`src/rtl/mdu_pkg.sv`:
```
// Shared encodings for the multiply/divide sequencer: op codes, FSM states
// and the divide-by-zero quotient.
package mdu_pkg;

   localparam logic [1:0] MDU_DIV   = 2'b00;
   localparam logic [1:0] MDU_DIVU  = 2'b01;
   localparam logic [1:0] MDU_MULT  = 2'b10;
   localparam logic [1:0] MDU_MULTU = 2'b11;

   typedef enum logic [1:0] {
      S_IDLE = 2'b00,
      S_RUN  = 2'b01,
      S_DONE = 2'b10
   } mdu_state_t;

   // Wide enough for any WIDTH up to 64; users slice the low WIDTH bits.
   localparam logic [63:0] MDU_DIV0_QUOT = '1;

endpackage

```
`src/rtl/mdu_ctrl_if.sv`:
```
// EX-stage <-> MDU bus. The pipeline drives the master side, mdu_ctrl the slave.
interface mdu_ctrl_if #(
   parameter int WIDTH = 32
);
   // start is a level held by EX while stall is high; the op is taken in the
   // IDLE cycle with start=1 and flush=0, and done pulses once when hi/lo update.
   logic             start;
   logic [1:0]       op;
   logic [WIDTH-1:0] a;
   logic [WIDTH-1:0] b;
   logic             flush;
   logic             stall;
   logic             done;
   logic [WIDTH-1:0] hi;
   logic [WIDTH-1:0] lo;

   modport master (output start, op, a, b, flush, input stall, done, hi, lo);
   modport slave  (input start, op, a, b, flush, output stall, done, hi, lo);
endinterface

```
`src/rtl/mdu_iter.sv`:
```
// One combinational MDU step: restoring divide (shift, trial subtract), and
// with MDU_MULT_ITER_EN defined also a shift-add multiply step.
module mdu_iter #(
   parameter int WIDTH = 32
) (
`ifdef MDU_MULT_ITER_EN
   input  logic             is_mult,
`endif
   input  logic [WIDTH-1:0] rem_i,
   input  logic [WIDTH-1:0] quo_i,
   input  logic [WIDTH-1:0] dvs_i,
   output logic [WIDTH-1:0] rem_o,
   output logic [WIDTH-1:0] quo_o
);
   logic [WIDTH:0]   rem_sh;
   logic [WIDTH-1:0] diff;
   logic             ge;
`ifdef MDU_MULT_ITER_EN
   logic [WIDTH:0]   sum;
`endif

   always_comb begin
      rem_sh = {rem_i, quo_i[WIDTH-1]};
      ge     = (rem_sh >= {1'b0, dvs_i});
      // When ge holds the true difference is below 2^WIDTH, so the low bits suffice.
      diff   = rem_sh[WIDTH-1:0] - dvs_i;
      if (ge) begin
         rem_o = diff;
         quo_o = {quo_i[WIDTH-2:0], 1'b1};
      end else begin
         rem_o = rem_sh[WIDTH-1:0];
         quo_o = {quo_i[WIDTH-2:0], 1'b0};
      end
`ifdef MDU_MULT_ITER_EN
      // Accumulator in rem, multiplier shifting out of quo; carry folds into the shift.
      sum = {1'b0, rem_i} + (quo_i[0] ? {1'b0, dvs_i} : '0);
      if (is_mult) begin
         rem_o = sum[WIDTH:1];
         quo_o = {sum[0], quo_i[WIDTH-1:1]};
      end
`endif
   end
endmodule

```
`src/rtl/mdu_ctrl.sv`:
```
// MDU sequencer: FSM, step counter, magnitude/sign handling and HI/LO registers.
// Define MDU_MULT_ITER_EN for WIDTH-cycle shift-add multiplies instead of a '*'.
module mdu_ctrl
   import mdu_pkg::*;
#(
   parameter int WIDTH = 32
) (
   input  logic       clk,
   input  logic       rst,
   mdu_ctrl_if.slave  bus,
   output mdu_state_t dbg_state
);
   localparam int CW = $clog2(WIDTH);
   localparam logic [CW-1:0] LAST = CW'(WIDTH - 1);

   mdu_state_t       state_q, state_d;
   logic [CW-1:0]    cnt_q, cnt_d;
   logic [WIDTH-1:0] rem_q, rem_d, quo_q, quo_d, dvs_q, dvs_d;
   logic [WIDTH-1:0] hi_q, hi_d, lo_q, lo_d;
   logic             q_neg_q, q_neg_d, r_neg_q, r_neg_d, div0_q, div0_d;
   logic [WIDTH-1:0] rem_nx, quo_nx, a_mag, b_mag;
   logic             sgn, a_neg, b_neg, accept;
`ifdef MDU_MULT_ITER_EN
   logic             is_mult_q, is_mult_d;
   logic [2*WIDTH-1:0] prod_mag;
`else
   logic [2*WIDTH-1:0] a_ext, b_ext, prod;
`endif

   mdu_iter #(.WIDTH(WIDTH)) u_iter (
`ifdef MDU_MULT_ITER_EN
      .is_mult (is_mult_q),
`endif
      .rem_i   (rem_q),
      .quo_i   (quo_q),
      .dvs_i   (dvs_q),
      .rem_o   (rem_nx),
      .quo_o   (quo_nx)
   );

   assign accept    = (state_q == S_IDLE) & bus.start & ~bus.flush;
   assign bus.stall = accept | (state_q == S_RUN);
   assign bus.done  = (state_q == S_DONE);
   assign bus.hi    = hi_q;
   assign bus.lo    = lo_q;
   assign dbg_state = state_q;

   always_comb begin
      sgn   = ~bus.op[0];
      a_neg = sgn & bus.a[WIDTH-1];
      b_neg = sgn & bus.b[WIDTH-1];
      a_mag = a_neg ? -bus.a : bus.a;
      b_mag = b_neg ? -bus.b : bus.b;
`ifndef MDU_MULT_ITER_EN
      // Sign-extending only for MULT makes one unsigned multiply serve both ops.
      a_ext = {{WIDTH{a_neg}}, bus.a};
      b_ext = {{WIDTH{b_neg}}, bus.b};
      prod  = a_ext * b_ext;
`endif
   end

   always_comb begin
      state_d = state_q;
      cnt_d   = cnt_q;
      rem_d   = rem_q;
      quo_d   = quo_q;
      dvs_d   = dvs_q;
      hi_d    = hi_q;
      lo_d    = lo_q;
      q_neg_d = q_neg_q;
      r_neg_d = r_neg_q;
      div0_d  = div0_q;
`ifdef MDU_MULT_ITER_EN
      is_mult_d = is_mult_q;
      prod_mag  = {rem_nx, quo_nx};
`endif
      case (state_q)
         S_IDLE: begin
            if (accept) begin
               cnt_d   = '0;
               rem_d   = '0;
               quo_d   = a_mag;
               dvs_d   = b_mag;
               q_neg_d = a_neg ^ b_neg;
               r_neg_d = a_neg;
               div0_d  = ~bus.op[1] & (bus.b == '0);
               state_d = S_RUN;
`ifdef MDU_MULT_ITER_EN
               is_mult_d = bus.op[1];
`else
               if (bus.op[1]) begin
                  {hi_d, lo_d} = prod;
                  state_d      = S_DONE;
               end
`endif
            end
         end
         S_RUN: begin
            rem_d = rem_nx;
            quo_d = quo_nx;
            cnt_d = cnt_q + CW'(1);
            if (cnt_q == LAST) begin
               cnt_d   = '0;
               state_d = S_DONE;
               lo_d    = div0_q ? MDU_DIV0_QUOT[WIDTH-1:0] : (q_neg_q ? -quo_nx : quo_nx);
               hi_d    = r_neg_q ? -rem_nx : rem_nx;
`ifdef MDU_MULT_ITER_EN
               if (is_mult_q) {hi_d, lo_d} = q_neg_q ? -prod_mag : prod_mag;
`endif
            end
         end
         S_DONE:  state_d = S_IDLE;
         default: state_d = S_IDLE;
      endcase
      // A flush abandons everything, including a result about to be written.
      if (bus.flush) begin
         state_d = S_IDLE;
         cnt_d   = '0;
         hi_d    = hi_q;
         lo_d    = lo_q;
      end
   end

   always_ff @(posedge clk or posedge rst) begin
      if (rst) begin
         state_q <= S_IDLE;
         cnt_q   <= '0;
         rem_q   <= '0;
         quo_q   <= '0;
         dvs_q   <= '0;
         hi_q    <= '0;
         lo_q    <= '0;
         q_neg_q <= 1'b0;
         r_neg_q <= 1'b0;
         div0_q  <= 1'b0;
`ifdef MDU_MULT_ITER_EN
         is_mult_q <= 1'b0;
`endif
      end else begin
         state_q <= state_d;
         cnt_q   <= cnt_d;
         rem_q   <= rem_d;
         quo_q   <= quo_d;
         dvs_q   <= dvs_d;
         hi_q    <= hi_d;
         lo_q    <= lo_d;
         q_neg_q <= q_neg_d;
         r_neg_q <= r_neg_d;
         div0_q  <= div0_d;
`ifdef MDU_MULT_ITER_EN
         is_mult_q <= is_mult_d;
`endif
      end
   end
endmodule

```
`src/flat_wrapper.sv`:
```
// flat-port wrapper written by rule: the top's interface ports become plain ports
module mdu_ctrl_flat import mdu_pkg::*;
#(
   parameter int WIDTH = 32
)
  (clk, rst, dbg_state, bus_start, bus_op, bus_a, bus_b, bus_flush, bus_stall, bus_done, bus_hi, bus_lo);
  mdu_ctrl_if #(.WIDTH(WIDTH)) bus_i ();
  input  logic clk;
  input  logic rst;
  output mdu_state_t dbg_state;
  input wire logic [$bits(bus_i.start)-1:0] bus_start;
  input wire logic [$bits(bus_i.op)-1:0] bus_op;
  input wire logic [$bits(bus_i.a)-1:0] bus_a;
  input wire logic [$bits(bus_i.b)-1:0] bus_b;
  input wire logic [$bits(bus_i.flush)-1:0] bus_flush;
  output wire logic [$bits(bus_i.stall)-1:0] bus_stall;
  output wire logic [$bits(bus_i.done)-1:0] bus_done;
  output wire logic [$bits(bus_i.hi)-1:0] bus_hi;
  output wire logic [$bits(bus_i.lo)-1:0] bus_lo;
  assign bus_i.start = bus_start;
  assign bus_i.op = bus_op;
  assign bus_i.a = bus_a;
  assign bus_i.b = bus_b;
  assign bus_i.flush = bus_flush;
  assign bus_stall = bus_i.stall;
  assign bus_done = bus_i.done;
  assign bus_hi = bus_i.hi;
  assign bus_lo = bus_i.lo;
  mdu_ctrl #(.WIDTH(WIDTH)) u_core (.clk(clk), .rst(rst), .bus(bus_i), .dbg_state(dbg_state));
endmodule
```
`config.mk`:
```
export PLATFORM = sky130hd
export DESIGN_NAME = mdu_ctrl_flat
export DESIGN_NICKNAME = d
export VERILOG_FILES = /design/src/rtl/mdu_pkg.sv /design/src/rtl/mdu_ctrl_if.sv /design/src/rtl/mdu_iter.sv /design/src/rtl/mdu_ctrl.sv /design/src/flat_wrapper.sv
export SDC_FILE = /design/constraint.sdc
export NUM_CORES = 2
export LEC_CHECK = 0
export CORE_MARGIN = 3
export CORE_UTILIZATION = 27
export CTS_CLUSTER_DIAMETER = 80
export DETAILED_ROUTE_END_ITERATION = 10
export SETUP_SLACK_MARGIN = 0.4
export SLEW_MARGIN = 10
export SYNTH_ARGS = -nofsm -noshare
export SYNTH_HDL_FRONTEND = slang
export SYNTH_SLANG_ARGS = --single-unit
```
`constraint.sdc`:
```
create_clock -name clk -period 13.5 [get_ports clk]
set_clock_uncertainty 0.2 [all_clocks]
set_input_delay 2.025 -clock clk [delete_from_list [all_inputs] [get_ports clk]]
set_output_delay 2.025 -clock clk [all_outputs]
set_load 0.05 [all_outputs]
```
# --- Word level (Yosys, flattened, before mapping) ---
# Index checks and enable logic that the tools add are counted.
op_classes:
  add_sub_neg: 6
  multipliers: 1
  div: 0
  order_cmp: 1
  n_eq_ne: 8
  n_shift: 0
  muxes: 28
  bitwise: 10
  n_reduce_logical: 9
op_table:
  columns: ["cell", "n"]
  rows:
  - ["$mux W32", 14]
  - ["$pmux W32 S2", 4]
  - ["$neg A32 Y32", 4]
  - ["$mul A33 B33 Y64", 1]
  - ["$ge A33 B32 Y1", 1]
  - ["$logic_not A32 Y1", 1]
  - ["$sub A32 B32 Y32", 1]
  - ["$mux W5", 3]
  - ["$pmux W5 S2", 1]
  - ["$mux W2", 4]
  - ["$reduce_and A2 Y1", 4]
  - ["$add A5 B1 Y5 const B", 1]
  - ["$and A1 B1 Y1", 5]
  - ["$eq A5 B5 Y1 const B", 1]
  - ["$reduce_and A5 Y1", 1]
  - ["$ne A2 B2 Y1 const B", 2]
  - ["$pmux W2 S2", 1]
  - ["$ne A3 B2 Y1 const B", 1]
  - ["$ne A3 B3 Y1 const B", 1]
  - ["$not A1 Y1", 3]
  - ["$reduce_bool A3 Y1", 1]
  - ["$eq A2 B1 Y1 const B", 1]
  - ["$eq A2 B2 Y1 const B", 1]
  - ["$logic_not A2 Y1", 1]
  - ["5 further kinds", 5]
totals:
  regBits: 170
  latchBits: 0
  ram_bits: 0
  rom_bits: 0
  input_bits: 70
  memories: 0

# --- Depth between registers and ports, before layout ---
logic_depth:
  depth_word: 7
  ltp_mapped: 32

# --- Hierarchy ---
# From an unflattened synthesis, not the netlist that was laid out.
unflattened:
  cells_unflattened: 5766
  area_unflattened_um2: 50246.9
by_module_without_submodules:
  columns: ["module", "instances", "cells_each", "area_each_um2", "seq_area_each_um2"]
  rows:
  - ["mdu_ctrl", 1, 5353, 47536.8, 4254.1]
  - ["mdu_iter", 1, 413, 2710.1, 0.0]

# --- Worst setup path before layout ---
# No wires, ideal clock.
synth_path:
  path_kind: "in2reg"
  start: "input bus_a[31]"
  end: "register u_core.hi_q[30], in the netlist u_core.bus.hi[30]"
  arrival_ps: 10516
  required_time_ps: 13224
  slack_ps: 2707
  path_stages: 31
  cell_sequence: "clkbuf_1 nor2b_1 clkbuf_1 buf_1 nand2_1 inv_1 fa_1 fa_1 fa_1 inv_1 fa_1 inv_1 fa_1 fa_1 fa_1 inv_1 fa_1 inv_1 ha_1 a21oi_1 o221ai_1 a21o_1 or3_1 a221oi_1 o41ai_1 a2111oi_1 o311ai_1 a221oi_1 xnor2_1 nor2_1 o21ai_1"
synth_via:
  elab_chain_cells: 5
synth_rtl:
  columns: ["element", "line", "text"]
  rows:
  - ["start: declaration", "flat_wrapper.sv:13", "input wire logic [$bits(bus_i.a)-1:0] bus_a;"]
  - ["$and A1 B1 Y1", "mdu_ctrl.sv:50", "a_neg = sgn & bus.a[WIDTH-1];"]
  - ["$mul A33 B33 Y64 *", "mdu_ctrl.sv:58", "prod = a_ext * b_ext;"]
  - ["$mux W32 *", "mdu_ctrl.sv:91", "if (bus.op[1]) begin"]
  - ["$mux W32 *", "mdu_ctrl.sv:79", "if (accept) begin"]
  - ["$pmux W32 S2 *", "mdu_ctrl.sv:77", "case (state_q)"]
  - ["end signal: assignment", "mdu_ctrl.sv:145", "hi_q <= hi_d;"]
  - ["end: declaration", "mdu_ctrl.sv:19", "logic [WIDTH-1:0] hi_q, hi_d, lo_q, lo_d;"]
# Every way passes the cells marked *; elsewhere a longest branch is shown, timed or not. The select of a mux whose other input is x is not followed.
# A chain may end at the register's enable or synchronous reset.

# --- Worst setup path after layout ---
layout_path:
  start: "input bus_b[1]"
  end: "register u_core.hi_q[30], in the netlist u_core.bus.hi[30]"
layout_via:
  elab_chain_cells: 4
layout_rtl:
  columns: ["element", "line", "text"]
  rows:
  - ["start: declaration", "flat_wrapper.sv:14", "input wire logic [$bits(bus_i.b)-1:0] bus_b;"]
  - ["$mul A33 B33 Y64", "mdu_ctrl.sv:58", null]
  - ["$mux W32", "mdu_ctrl.sv:91", null]
  - ["$mux W32", "mdu_ctrl.sv:79", null]
  - ["$pmux W32 S2", "mdu_ctrl.sv:77", null]
# No other way between the ends. The select of a mux whose other input is x is not followed.

==> metrics.cfg <==
[clock_network]
cts_buffers = 17
cts_resized = 0
clk_latency_ps = 450
clock_path_buffers = 2
cts_setup_buffers = 0
cts_sinks = 170
holdBufCountCts = 0
htreeDepth = 4
cts_tree = done
cts_root_buf = clkbuf_16
clkTransAtPathRegs_ps = 70

[hold_path]
hp-class = flip-flop to flip-flop
hp-start = u_core.bus.lo[5]

[cells_and_area]
final_cells = 7988
syn2layout_area_growth_pct = 8.87
nets = 6970
drive_gt1_share_pct = 3.49

[logic_synthesis]
ys_types = 96
synth_top_family_by_area = adder cells
syn-cell-area_um2 = 49700
synth_edf_count = 0
syn_nets = 7065
synthMuxAreaShare_pct = 0.448
synth_top_cell_by_area = fa_1
synth_compound_area_share_pct = 8.47
synth_top_flop_cell = dfrtp_1
synthesis.instances = 5619
yosysWarnings = 0
synthTopCellsByArea = fa_1 45%, inv_1 8.8%, dfrtp_1 8.6%
seq_area_frac_synth_pct = 8.56
synthArstFlopShare_pct = 100
yosys.area_share.xor_xnor_pct = 3.86
netlist.area_leader.share_pct = 45.4
synth_seq_cells = 170
synthAdderAreaFrac_pct = 51.7
syn_area_per_cell_um2 = 8.84
synthSimpleGateAreaFrac_pct = 15.5

[die]
coreArea_um2 = 182000
ioPinCount = 138
die_w_um = 435
rows = 156
die_h_um = 435
dieArea_um2 = 189000
start_util_pct = 27.3

[run]
cap_violations = 0

[routing]
drc = 0
drtAntennaViolNets = 0
wl_met3_mm = 9.92
dr.max_layer_used = met5
drt_first_pass_iters = 6
wire_per_inst_um = 19.1
vias = 37905
wl_met2_mm = 73.3
avgViaCountPerCell = 4.75
met1_length_mm = 64.9
drtIter0Drc = 3061
drt-total-wl_mm = 153

[grt]
grt_max_degree = 101
antenna_found_initial = 6
grt_usage_pct = 16.2
grt_pass1_wl_mm = 243
grt_pass1_vias = 40946
overflow = 0

[sta]
max-slew-margin-rel_pct = 12.5
setup_violations = 0
fin_crit_ps = 12530
drv_slew = 0
tns_ps = 0
hold_viol = 0
period_share_pct = 92.8
rsz0062_at_grt = no
fmax_mhz = 79.8
tightest_slew_ps = 1310

[place]
hpwl_mm = 121
io_buffer_count = 137
gp_congestion = 0.911
dpl.cell_count = 7954

[outcome]
outcome = finished, final reports clean

[setup_path]
crit_top_cell = fa_1
cp-start-kind = primary input
critPathMaxFanout = 20
cp.arrival_ps = 12720
critPathLaunch = bus_b[1]
path_class = primary input to flip-flop
end_kind = flip-flop
worst_path_max_delay_cell = clkdlybuf4s50_1
worst_ep_required_time_ps = 13680
slowest_delay_ps = 1170
rr_startpoint = u_core.rem_q[5]

[cells in the mapped netlist, types with 9 or more instances]
cell / n
o31ai_1: 28
or3_1: 25
nor4_1: 15
a31oi_1: 18
nand4_1: 16
o21ai_1: 12
and3_1: 11
xnor2_1: 132
o21ai_0: 230
nand2b_1: 29
nor2b_1: 18
clkbuf_1: 297
o41ai_1: 16
ha_1: 250
xor2_1: 87
nand2_1: 901
a21oi_1: 154
a211oi_1: 15
o21bai_1: 9
nor2_1: 152
fa_1: 1126
a21o_1: 46
o21a_1: 11
o22ai_1: 29
a22oi_1: 32
nor3_1: 39
nand3_1: 22
dfrtp_1: 170
mux2i_1: 20
and2_1: 377
inv_1: 1159
buf_1: 34
[layer usage]
| metal | up-vias | track usage [%] |
|---|---|---|
| met4 | 2 | 4.48 |
| met1 | 19593 | 21.8 |
| li1 | 16691 | - |
| met3 | 227 | 1.79 |
| met2 | 1392 | 27.7 |
| met5 | - | 0 |
[cell usage in the layout, fill, tap and decap left out, drive strengths merged, types with 39 or more instances in the layout]
master         synthesis  routed
a21o                  47      47
a21oi                156     156
and2                 378     378
buf                   43     112
clkdlybuf4s50          0     120
dfrtp                170     170
fa                  1126    1126
ha                   250     250
inv                 1159    1163
nand2                901     901
nor2                 153     153
nor3                  39      39
o21ai                243     243
xnor2                132     132
xor2                  87      87
[logic make-up (layout without fill, tap and decap cells)]
group,after synthesis,in the layout
AOI/OAI and AO/OA,676,676
xor gates and xnor gates,219,219
adders and majority gates,1376,1376
buffers and inverters,1506,1423
DFF,170,170
muxes,22,22
other,0,3
and+or+nand+nor,1650,1650
[worst max-delay path: cells and delay by family]
kind                       cells  cell delay [ps]
xor gates and xnor gates       1              160
and+or+nand+nor                3              700
adders and majority gates      9             4550
AOI/OAI and AO/OA              9             3120
buffers and inverters          7             2100
[sequential cells by signal, summed over array words and instances (netlist names)]
| register | flops |
|---|---|
| u_core.div0_q | 1 |
| u_core.quo_q | 32 |
| u_core.bus.hi | 32 |
| u_core.r_neg_q | 1 |
| u_core.rem_q | 32 |
| u_core.dbg_state | 2 |
| u_core.bus.lo | 32 |
| u_core.q_neg_q | 1 |
| u_core.dvs_q | 32 |
| u_core.cnt_q | 5 |
[per-stage QoR]
step | setup slack [ps] | cell area (um^2) | utilization (%) | hold WS, ps
CTS | 1000 | 54100 | 29.7 | 284
floorplan | 2710 | 49700 | - | 250
detailed placement | 568 | 53500 | 29.4 | 270
finish | 967 | 54100 | 29.7 | 276
global placement | 660 | 53500 | 29.4 | 261
global route | 574 | 54100 | 29.7 | 303
[layout make-up]
class | instances | area, um^2
diodes | 3 | 7.51
clock buffers | 19 | 453
clock inverters | 12 | 185
fillers | 19231 | 128000
inverters | 1160 | 4360
multi-input cells | 3943 | 39800
flip-flops and latches | 170 | 4250
well taps | 2449 | 3060
repair buffers | 232 | 2010
[worst paths after layout]
path                                           to  depth (start not counted)  slack (ps)
min in group asynchronous        u_core.rem_q[27]                          2        1930
worst max-delay path            u_core.bus.hi[30]                         29         970
worst min register to register   u_core.bus.lo[5]                          2         280
worst max register to register  u_core.bus.hi[24]                         16        7280
worst min-delay path             u_core.bus.lo[5]                          2         280
max in group asynchronous         u_core.rem_q[8]                          3        9610
Power is not shown: default switching activity piles up to over one toggle a cycle in this logic, so the estimate is an artifact.
